**config.mk**
```make
export PLATFORM = sky130hd
export DESIGN_NAME = axi4_lite_reg_slave
export DESIGN_NICKNAME = d
export VERILOG_FILES = /design/src/rtl/axi4_lite_reg_slave.sv
export SDC_FILE = /design/constraint.sdc
export NUM_CORES = 1
export LEC_CHECK = 0
export ABC_AREA = 1
export CAP_MARGIN = 20
export CELL_PAD_IN_SITES_DETAIL_PLACEMENT = 0
export CELL_PAD_IN_SITES_GLOBAL_PLACEMENT = 1
export CORE_ASPECT_RATIO = 0.7
export CORE_MARGIN = 1
export CORE_UTILIZATION = 47
export CTS_CLUSTER_DIAMETER = 150
export DETAILED_ROUTE_END_ITERATION = 10
export DONT_BUFFER_PORTS = 1
export PLACE_DENSITY = 0.78
export SLEW_MARGIN = 20
export SYNTH_ARGS = -nofsm -noshare
export SYNTH_HDL_FRONTEND = slang
export SYNTH_SLANG_ARGS = --single-unit
```
**constraint.sdc**
```tcl
create_clock -name aclk -period 2.7 [get_ports aclk]
set_clock_uncertainty 0.2 [all_clocks]
set_input_delay 0.405 -clock aclk [delete_from_list [all_inputs] [get_ports aclk]]
set_output_delay 0.405 -clock aclk [all_outputs]
set_load 0.03 [all_outputs]
```
**src/rtl/axi4_lite_reg_slave.sv**
```systemverilog
// AXI4-Lite slave register bank with byte strobes and OKAY/SLVERR responses.
// Optional AXI4_LITE_PROT_CHECK_EN rejects unprivileged (prot[0]=0) accesses.
module axi4_lite_reg_slave #(
  parameter int unsigned DATA_WIDTH = 32,
  parameter int unsigned ADDR_WIDTH = 32,
  parameter int unsigned NUM_REGS   = 16
) (
  input  logic                           aclk,
  input  logic                           aresetn,
  input  logic [ADDR_WIDTH-1:0]          awaddr,
  input  logic [2:0]                     awprot,
  input  logic                           awvalid,
  output logic                           awready,
  input  logic [DATA_WIDTH-1:0]          wdata,
  input  logic [DATA_WIDTH/8-1:0]        wstrb,
  input  logic                           wvalid,
  output logic                           wready,
  output logic [1:0]                     bresp,
  output logic                           bvalid,
  input  logic                           bready,
  input  logic [ADDR_WIDTH-1:0]          araddr,
  input  logic [2:0]                     arprot,
  input  logic                           arvalid,
  output logic                           arready,
  output logic [DATA_WIDTH-1:0]          rdata,
  output logic [1:0]                     rresp,
  output logic                           rvalid,
  input  logic                           rready,
  output logic [NUM_REGS*DATA_WIDTH-1:0] reg_out
);

  localparam int unsigned STRB_W   = DATA_WIDTH / 8;
  localparam int unsigned ADDR_LSB = $clog2(STRB_W);
  localparam int unsigned IDX_W    = (NUM_REGS > 1) ? $clog2(NUM_REGS) : 1;

  localparam logic [1:0] RESP_OKAY   = 2'b00;
  localparam logic [1:0] RESP_SLVERR = 2'b10;

  typedef enum logic {WIdle, WResp} w_state_e;
  typedef enum logic {RIdle, RData} r_state_e;

  function automatic logic addr_in_range(input logic [ADDR_WIDTH-1:0] addr);
    return (addr >> ADDR_LSB) < ADDR_WIDTH'(NUM_REGS);
  endfunction

  logic [DATA_WIDTH-1:0] regs_q [NUM_REGS];

  // Holds the ready outputs low until the first edge after reset release.
  logic ready_en_q;

  w_state_e              w_state_q, w_state_d;
  logic                  aw_held_q, w_held_q;
  logic [ADDR_WIDTH-1:0] aw_addr_q;
  logic [2:0]            aw_prot_q;
  logic [DATA_WIDTH-1:0] w_data_q;
  logic [STRB_W-1:0]     w_strb_q;
  logic [1:0]            bresp_q;

  r_state_e              r_state_q, r_state_d;
  logic [DATA_WIDTH-1:0] rdata_q;
  logic [1:0]            rresp_q;

  logic                  aw_hs, w_hs, ar_hs;
  logic                  do_write, wr_err, wr_en, rd_err;
  logic                  wr_prot_ok, rd_prot_ok;
  logic [ADDR_WIDTH-1:0] cur_awaddr;
  logic [2:0]            cur_awprot;
  logic [DATA_WIDTH-1:0] cur_wdata;
  logic [STRB_W-1:0]     cur_wstrb;
  logic [IDX_W-1:0]      wr_idx, rd_idx;

  // A channel completing on this edge is used directly; a held one comes from its latch.
  assign cur_awaddr = aw_held_q ? aw_addr_q : awaddr;
  assign cur_awprot = aw_held_q ? aw_prot_q : awprot;
  assign cur_wdata  = w_held_q  ? w_data_q  : wdata;
  assign cur_wstrb  = w_held_q  ? w_strb_q  : wstrb;

`ifdef AXI4_LITE_PROT_CHECK_EN
  assign wr_prot_ok = cur_awprot[0];
  assign rd_prot_ok = arprot[0];
`else
  logic unused_prot;
  assign unused_prot = ^{cur_awprot, arprot};
  assign wr_prot_ok  = 1'b1;
  assign rd_prot_ok  = 1'b1;
`endif

  assign aw_hs    = awvalid && awready;
  assign w_hs     = wvalid && wready;
  assign ar_hs    = arvalid && arready;
  assign do_write = (w_state_q == WIdle) && (aw_held_q || aw_hs) && (w_held_q || w_hs);
  assign wr_err   = !addr_in_range(cur_awaddr) || !wr_prot_ok;
  assign wr_en    = do_write && !wr_err;
  assign wr_idx   = cur_awaddr[ADDR_LSB +: IDX_W];
  assign rd_err   = !addr_in_range(araddr) || !rd_prot_ok;
  assign rd_idx   = araddr[ADDR_LSB +: IDX_W];

  always_comb begin
    w_state_d = w_state_q;
    unique case (w_state_q)
      WIdle:   if (do_write) w_state_d = WResp;
      WResp:   if (bready) w_state_d = WIdle;
      default: w_state_d = WIdle;
    endcase
  end

  always_comb begin
    r_state_d = r_state_q;
    unique case (r_state_q)
      RIdle:   if (ar_hs) r_state_d = RData;
      RData:   if (rready) r_state_d = RIdle;
      default: r_state_d = RIdle;
    endcase
  end

  assign awready = ready_en_q && (w_state_q == WIdle) && !aw_held_q;
  assign wready  = ready_en_q && (w_state_q == WIdle) && !w_held_q;
  assign bvalid  = (w_state_q == WResp);
  assign bresp   = bresp_q;
  assign arready = ready_en_q && (r_state_q == RIdle);
  assign rvalid  = (r_state_q == RData);
  assign rdata   = rdata_q;
  assign rresp   = rresp_q;

  always_ff @(posedge aclk or negedge aresetn) begin
    if (!aresetn) begin
      ready_en_q <= 1'b0;
      w_state_q  <= WIdle;
      aw_held_q  <= 1'b0;
      w_held_q   <= 1'b0;
      aw_addr_q  <= '0;
      aw_prot_q  <= '0;
      w_data_q   <= '0;
      w_strb_q   <= '0;
      bresp_q    <= RESP_OKAY;
    end else begin
      ready_en_q <= 1'b1;
      w_state_q  <= w_state_d;
      if (do_write) begin
        aw_held_q <= 1'b0;
        w_held_q  <= 1'b0;
        bresp_q   <= wr_err ? RESP_SLVERR : RESP_OKAY;
      end else begin
        if (aw_hs) begin
          aw_held_q <= 1'b1;
          aw_addr_q <= awaddr;
          aw_prot_q <= awprot;
        end
        if (w_hs) begin
          w_held_q <= 1'b1;
          w_data_q <= wdata;
          w_strb_q <= wstrb;
        end
      end
    end
  end

  always_ff @(posedge aclk or negedge aresetn) begin
    if (!aresetn) begin
      for (int i = 0; i < int'(NUM_REGS); i++) regs_q[i] <= '0;
    end else if (wr_en) begin
      for (int b = 0; b < int'(STRB_W); b++) begin
        if (cur_wstrb[b]) regs_q[wr_idx][b*8 +: 8] <= cur_wdata[b*8 +: 8];
      end
    end
  end

  // Nonblocking update means a same-edge write is not visible to this capture.
  always_ff @(posedge aclk or negedge aresetn) begin
    if (!aresetn) begin
      r_state_q <= RIdle;
      rdata_q   <= '0;
      rresp_q   <= RESP_OKAY;
    end else begin
      r_state_q <= r_state_d;
      if (ar_hs) begin
        rdata_q <= rd_err ? '0 : regs_q[rd_idx];
        rresp_q <= rd_err ? RESP_SLVERR : RESP_OKAY;
      end
    end
  end

  for (genvar g = 0; g < int'(NUM_REGS); g++) begin : g_reg_out
    assign reg_out[g*DATA_WIDTH +: DATA_WIDTH] = regs_q[g];
  end

endmodule
```
Yosys cells after proc, flatten, opt, wreduce, memory -nomap -nowiden
Cells that the tools add are included.

RAM bits: 0. Word-level logic and storage cells: 94. Bits of input ports: 113. Bits in latches: 0. Output and inout port bits: 553. Memories kept: 0. Register bits after elaboration: 621. Memory bits (read-only): 0.

Divide/modulo/power cells: 0. Bitwise logic cells: 5. $add $sub $neg: 0. Mux-type cells: 38. Reduce and logical (&&, ||, !) cells: 19. Shift-type cells: 0. $lt $le $gt $ge: 5. Equal/unequal tests: 0. Multiply operators: 0.

Operators by type and width (number): 2-to-1 mux 512 bit (7); bitwise mux 512 bit (4); demux 32 bit (select 4 bit) (4); 2-to-1 mux 32 bit (6); binary-select mux 32 bit (select 4 bit) (1); less-than comparator 30 x 5 -> 1 bit (second input constant) (2); 2-to-1 mux 24 bit (1); 2-to-1 mux 16 bit (1); logical AND 1 bit (11); >= comparator 5 bit (second input constant) (2); NOT 4 -> 5 bit (2); 2-to-1 mux 1 bit (8); 2-to-1 mux 8 bit (1); less-than comparator 5 x 1 -> 1 bit (second input constant) (1); 2-to-1 mux 2 bit (2); 2-to-1 mux 4 bit (1); case mux 1 bit (2 select lines) (2); AND reduction 2 bit (2); nonzero test 2 bit (2); NOT 1 bit (3); zero test 1 bit (2); logical OR 1 bit (2).

Depth between registers and ports, before layout
Word-level depth: 17. Mapped depth: 13. Gate-level depth less buffers: 10.

Least setup slack after synthesis
OpenSTA, ideal clock, no wires.

Path type: register to register. Start: register r_state_q (netlist: rvalid). End: register rdata_q[18] (netlist: rdata[18]). Cell stages (with the launch flop): 9. Data required time: 2434 ps. Period minus slack after synthesis: 2392 ps. Slack: 308 ps. Data arrival time: 2126 ps. Library setup time: 66 ps. Path buffers: 1. Cell sequence: dfrtp_1 -> nor2_1 -> nand2_1 -> nor2_1 -> nand4_1 -> nor2_1 -> clkbuf_1 -> nand3_1 -> nand2_1.

Cells in the longest elaborated chain, start to end: 3.

RTL lines: from (decl) (line 59) `r_state_e r_state_q, r_state_d;`; from (signal assigned) (line 171) `r_state_q <= RIdle;`; from (signal assigned) (line 175) `r_state_q <= r_state_d;`; NOT 1 bit; logical AND 1 bit (line 120) `assign arready = ready_en_q && (r_state_q == RIdle);`; via arready (line 24) `output logic arready,`; logical AND 1 bit (line 90) `assign ar_hs = arvalid && arready;`; to (signal assigned) (line 177) `rdata_q <= rd_err ? '0 : regs_q[rd_idx];`; to (decl) (line 60) `logic [DATA_WIDTH-1:0] rdata_q;`.

The timed path passes the listed nets, and every way through them passes these cells. A chain may end at the register's enable or synchronous reset.

Worst setup path after layout
Start: register aw_held_q. End: register regs_q (netlist bit reg_out[354]).

Cells in the longest elaborated chain, start to end: 17. Elaborated cells between the ends (all ways): 29. Classes of those cells: 3 x order compare; 17 x mux; 1 x bitwise; 8 x reduce/logical.

RTL lines: from (decl) (line 52) `logic aw_held_q, w_held_q;`; from (signal assigned) (line 129) `aw_held_q <= 1'b0;`; from (signal assigned) (line 140) `aw_held_q <= 1'b0;`; from (signal assigned) (line 145) `aw_held_q <= 1'b1;`; 2-to-1 mux 32 bit (line 73) `assign cur_awaddr = aw_held_q ? aw_addr_q : awaddr;`; NOT 4 -> 5 bit (not written as such) (line 163) `if (cur_wstrb[b]) regs_q[wr_idx][b*8 +: 8] <= cur_wdata[b*8 +: 8];`; >= comparator 5 bit (not written as such) / less-than comparator 5 x 1 -> 1 bit (equally long branches) (line 163); logical AND 1 bit (not written as such) (line 163); 2-to-1 mux 8 bit (not written as such) (line 163); demux 32 bit (select 4 bit) (line 163); bitwise mux 512 bit (line 163); 2-to-1 mux 512 bit (line 163); 2-to-1 mux 512 bit (line 161) `end else if (wr_en) begin`; bitwise mux 512 bit (line 163); 2-to-1 mux 512 bit (line 163); 2-to-1 mux 512 bit (line 161); bitwise mux 512 bit (line 163); 2-to-1 mux 512 bit (line 163); 2-to-1 mux 512 bit (line 161); bitwise mux 512 bit (line 163); 2-to-1 mux 512 bit (line 163); to (signal, indexed assignment) (line 163); to (decl) (line 46) `logic [DATA_WIDTH-1:0] regs_q [NUM_REGS];`.

Several ways; a longest one is shown, not always the timed one. The select of a mux whose other input is x is not followed.

==> impl_metrics.prom <==
# TYPE chip_impl_metric gauge
chip_impl_info{name="status",value="finished, violations left"} 1
chip_impl_info{name="violations",value="negative hold slack, max-slew violations"} 1
chip_impl_metric{name="chipWidth",unit="um"} 317
chip_impl_metric{name="grt_pass1_vias",unit=""} 29027
chip_impl_info{name="cell_chain_of_the_critical_path",value="buf_4 > o21ai_4 > inv_2 > nor2_4 > nand2_2 > inv_2 > nand4_4 > nand2_1 > nand2_1"} 1
chip_impl_metric{name="gate_count_post_synth",unit=""} 4161
chip_impl_metric{name="utilization",unit="%"} 54.4
chip_impl_metric{name="drive_above_1_share",unit="%"} 11.7
chip_impl_metric{name="drtIter0Drc",unit=""} 3428
chip_impl_metric{name="insertedDiodeCount",unit=""} 0
chip_impl_metric{name="synth_async_sr_flop_share",unit="%"} 100
chip_impl_metric{name="drt.antenna.violating_nets",unit=""} 0
chip_impl_metric{name="routabilityCongestion",unit=""} 0.939
chip_impl_metric{name="max_freq",unit="MHz"} 408
chip_impl_info{name="critical-path-slowest-cell",value="dfrtp_1"} 1
chip_impl_metric{name="cts.repair.resized",unit=""} 0
chip_impl_metric{name="firstDrtPassIters",unit=""} 6
chip_impl_metric{name="cts_inserted_buffers",unit=""} 66
chip_impl_metric{name="period_share",unit="%"} 90.9
chip_impl_info{name="root_buffer",value="clkbuf_16"} 1
chip_impl_info{name="path_delay_family",value="simple AND/OR/NAND/NOR gates"} 1
chip_impl_metric{name="synthToLayoutAreaGrowth",unit="%"} 14.2
chip_impl_metric{name="cts_buffer_depth",unit=""} 3
chip_impl_metric{name="clk_pin_slew",unit="ps"} 60
chip_impl_metric{name="globalRouteTotalUtil",unit="%"} 39.2
chip_impl_metric{name="final.hold.worst_slack",unit="ps"} -712
chip_impl_metric{name="die-height",unit="um"} 222
chip_impl_metric{name="layout_setup_ws",unit="ps"} 247
chip_impl_metric{name="critical_path.max_stage_delay",unit="ps"} 410
chip_impl_metric{name="report.final.setup_viol",unit=""} 0
chip_impl_metric{name="synthesis.area",unit="um^2"} 32600
chip_impl_metric{name="hold_buffers",unit=""} 77
chip_impl_metric{name="least_margin_pin_slew",unit="ps"} 1580
chip_impl_info{name="synth_ff_type",value="dfrtp_1"} 1
chip_impl_metric{name="wl_per_cell",unit="um"} 27.2
chip_impl_info{name="start_kind",value="register"} 1
chip_impl_metric{name="drv_slew",unit=""} 66
chip_impl_info{name="layout_common_cells",value="nand2_1, dfrtp_1, nand3_1"} 1
chip_impl_metric{name="reg2reg_slack",unit="ps"} 250
chip_impl_info{name="critPathKind",value="register to register"} 1
chip_impl_info{name="clock_tree_from_tritoncts",value="built"} 1
chip_impl_info{name="layout.cells.most_common",value="nand2_1"} 1
chip_impl_info{name="hold_path.class",value="input pin to asynchronous set/reset pin"} 1
chip_impl_metric{name="initial_utilization",unit="%"} 47.6
chip_impl_metric{name="power_density_cells",unit="nW/um^2"} 781
chip_impl_metric{name="grt_antenna_before_repair",unit=""} 6
chip_impl_metric{name="worstPathRequired",unit="ps"} 3000
chip_impl_metric{name="setup_total_negative_slack",unit="ps"} 0
chip_impl_info{name="rsz0062_at_grt",value="false"} 1
chip_impl_metric{name="grt_remaining_overflow",unit=""} 0
chip_impl_metric{name="max_slew_margin",unit="%"} -5.22
chip_impl_metric{name="number_of_enable_type_register_cells_in_the_synthesized_netlist",unit=""} 0
chip_impl_metric{name="core_area",unit="um^2"} 68400
chip_impl_metric{name="ys.warnings.count",unit=""} 0
chip_impl_metric{name="clock_latency_at_the_later_pin_of_the_worst_skew_pair",unit="ps"} 630
chip_impl_metric{name="power.leakage",unit="uW"} 0.0189
chip_impl_metric{name="grt_pass1_wl",unit="um"} 204000
chip_impl_metric{name="worst-endpoint-arrival",unit="ps"} 2750
chip_impl_metric{name="critical_path_buf_inv_count",unit=""} 3
chip_impl_metric{name="detailroute.wirelength.met3",unit="um"} 16400
chip_impl_metric{name="htree_levels",unit=""} 3
chip_impl_metric{name="placement.io_buffers",unit=""} 0
chip_impl_info{name="route.top_layer_used",value="met5"} 1
chip_impl_metric{name="detail_route.wirelength",unit="um"} 139000
chip_impl_metric{name="final_net_count",unit=""} 4284
chip_impl_metric{name="timing.final.crit_period",unit="ps"} 2450
chip_impl_metric{name="seq_area_frac_synth",unit="%"} 47.4
chip_impl_metric{name="routed-wl-met2",unit="um"} 61100
chip_impl_metric{name="hold_viol",unit=""} 617
chip_impl_metric{name="avgSynthCellArea",unit="um^2"} 7.83
chip_impl_metric{name="total_power_draw",unit="uW"} 29000
chip_impl_metric{name="post-route-drc-count",unit=""} 0
chip_impl_metric{name="design.die.area",unit="um^2"} 70400
chip_impl_metric{name="pre_cts_slack",unit="ps"} 252
chip_impl_metric{name="cts.sink_count",unit=""} 617
chip_impl_metric{name="wl_met1",unit="um"} 55900
chip_impl_metric{name="synth_cell_types",unit=""} 38
chip_impl_metric{name="setup_repair_bufs_after_cts",unit=""} 0
chip_impl_info{name="end_kind",value="register"} 1
chip_impl_metric{name="crit_path_max_fanout",unit=""} 15
chip_impl_metric{name="floorplan.io_pins",unit=""} 666
chip_impl_metric{name="site_rows",unit=""} 80
chip_impl_metric{name="drv_cap",unit=""} 0
chip_impl_metric{name="dpl.hpwl",unit="um"} 95200
chip_impl_metric{name="ir_worst_vdd",unit="mV"} 0.617
chip_impl_metric{name="via_count",unit=""} 31536
chip_impl_metric{name="synth_seq_cells",unit=""} 617
chip_impl_metric{name="viasPerCell",unit=""} 6.16
chip_impl_metric{name="grt_max_degree",unit=""} 618
==> synth_stat cells (2+ instances only) <==
| cell type | count | share of area [%] |
|---|---|---|
| a21oi_1 | 34 | 0.52 |
| buf_1 | 35 | 0.40 |
| buf_2 | 88 | 1.4 |
| buf_4 | 16 | 0.37 |
| buf_6 | 4 | 0.14 |
| buf_8 | 9 | 0.41 |
| clkbuf_1 | 163 | 1.9 |
| conb_1 | 2 | 0.023 |
| dfrtp_1 | 617 | 47 |
| inv_1 | 72 | 0.83 |
| inv_2 | 27 | 0.31 |
| mux2_2 | 21 | 0.73 |
| nand2_1 | 1844 | 21 |
| nand2_2 | 17 | 0.33 |
| nand2_4 | 2 | 0.069 |
| nand3_1 | 415 | 6.4 |
| nand4_1 | 386 | 7.4 |
| nand4_4 | 63 | 4.1 |
| nor2_1 | 54 | 0.62 |
| nor2_2 | 12 | 0.23 |
| nor2_4 | 19 | 0.66 |
| nor3_1 | 146 | 2.2 |
| o211ai_1 | 15 | 0.35 |
| o21ai_0 | 46 | 0.71 |
| o21ai_1 | 34 | 0.52 |
| o21ai_2 | 3 | 0.081 |
| o21ai_4 | 5 | 0.25 |
| or2_2 | 2 | 0.038 |
==> flip-flops by register name (all words and copies together) (netlist names), 4 cells and up <==
| register | flops |
|---|---|
| w_data_q | 32 |
| reg_out | 512 |
| aw_addr_q | 30 |
| rdata | 32 |
| w_strb_q | 4 |
==> final cells by class <==
cell class              count  area [um^2]
clock buffers              95         1980
clock inverters            23          229
fillers                  6450        31200
inverters                 100          388
multi-input cells        3129        15400
flip-flops and latches    617        15400
well taps                 902         1130
repair buffers            257         2640
==> report_power, final <==
part,switching [uW],internal (uW)
Combinational,7160,2280
Clock,4060,5510
Sequential,285,9740
==> cells by family after synthesis <==
| group | Yosys count | synth area share, % |
|---|---|---|
| AO/OA/AOI/OAI | 139 | 2.50 |
| AND/OR/NAND/NOR | 2966 | 43.6 |
| buffers and inverters | 416 | 5.77 |
| flip-flops | 617 | 47.4 |
| multiplexers | 21 | 0.726 |
| other | 2 | 0.0231 |
==> metal layers <==
metal | vias to the layer above | global-route usage (%)
met5 | - | 0
met2 | 1756 | 57.7
li1 | 13978 | -
met3 | 346 | 12.7
met4 | 10 | 14.9
met1 | 15446 | 53.7
==> stage by stage <==
step                      hold WS, ps  cells  cell area, um^2
final                            -712   5123            37200
after global routing             -733   5123            37200
after CTS                        -742   5122            37100
after detailed placement        -78.1   4927            34100
after global placement          -79.1   4927            34100
after floorplan                 -90.6   4162            32600
==> path summary, 6_finish.rpt <==
check	from	endpoint	depth (start not counted)
setup / recovery	aw_held_q	reg_out[354]	9
hold / removal	aresetn	aw_addr_q[9]	0
setup reg to reg	aw_held_q	reg_out[354]	9
min in group aclk	araddr[5]	rdata[14]	3
hold reg to reg	aw_addr_q[25]	aw_addr_q[25]	2
max in group asynchronous	aresetn	reg_out[265]	0
No activity file was read; power rests on OpenSTA's default activity.
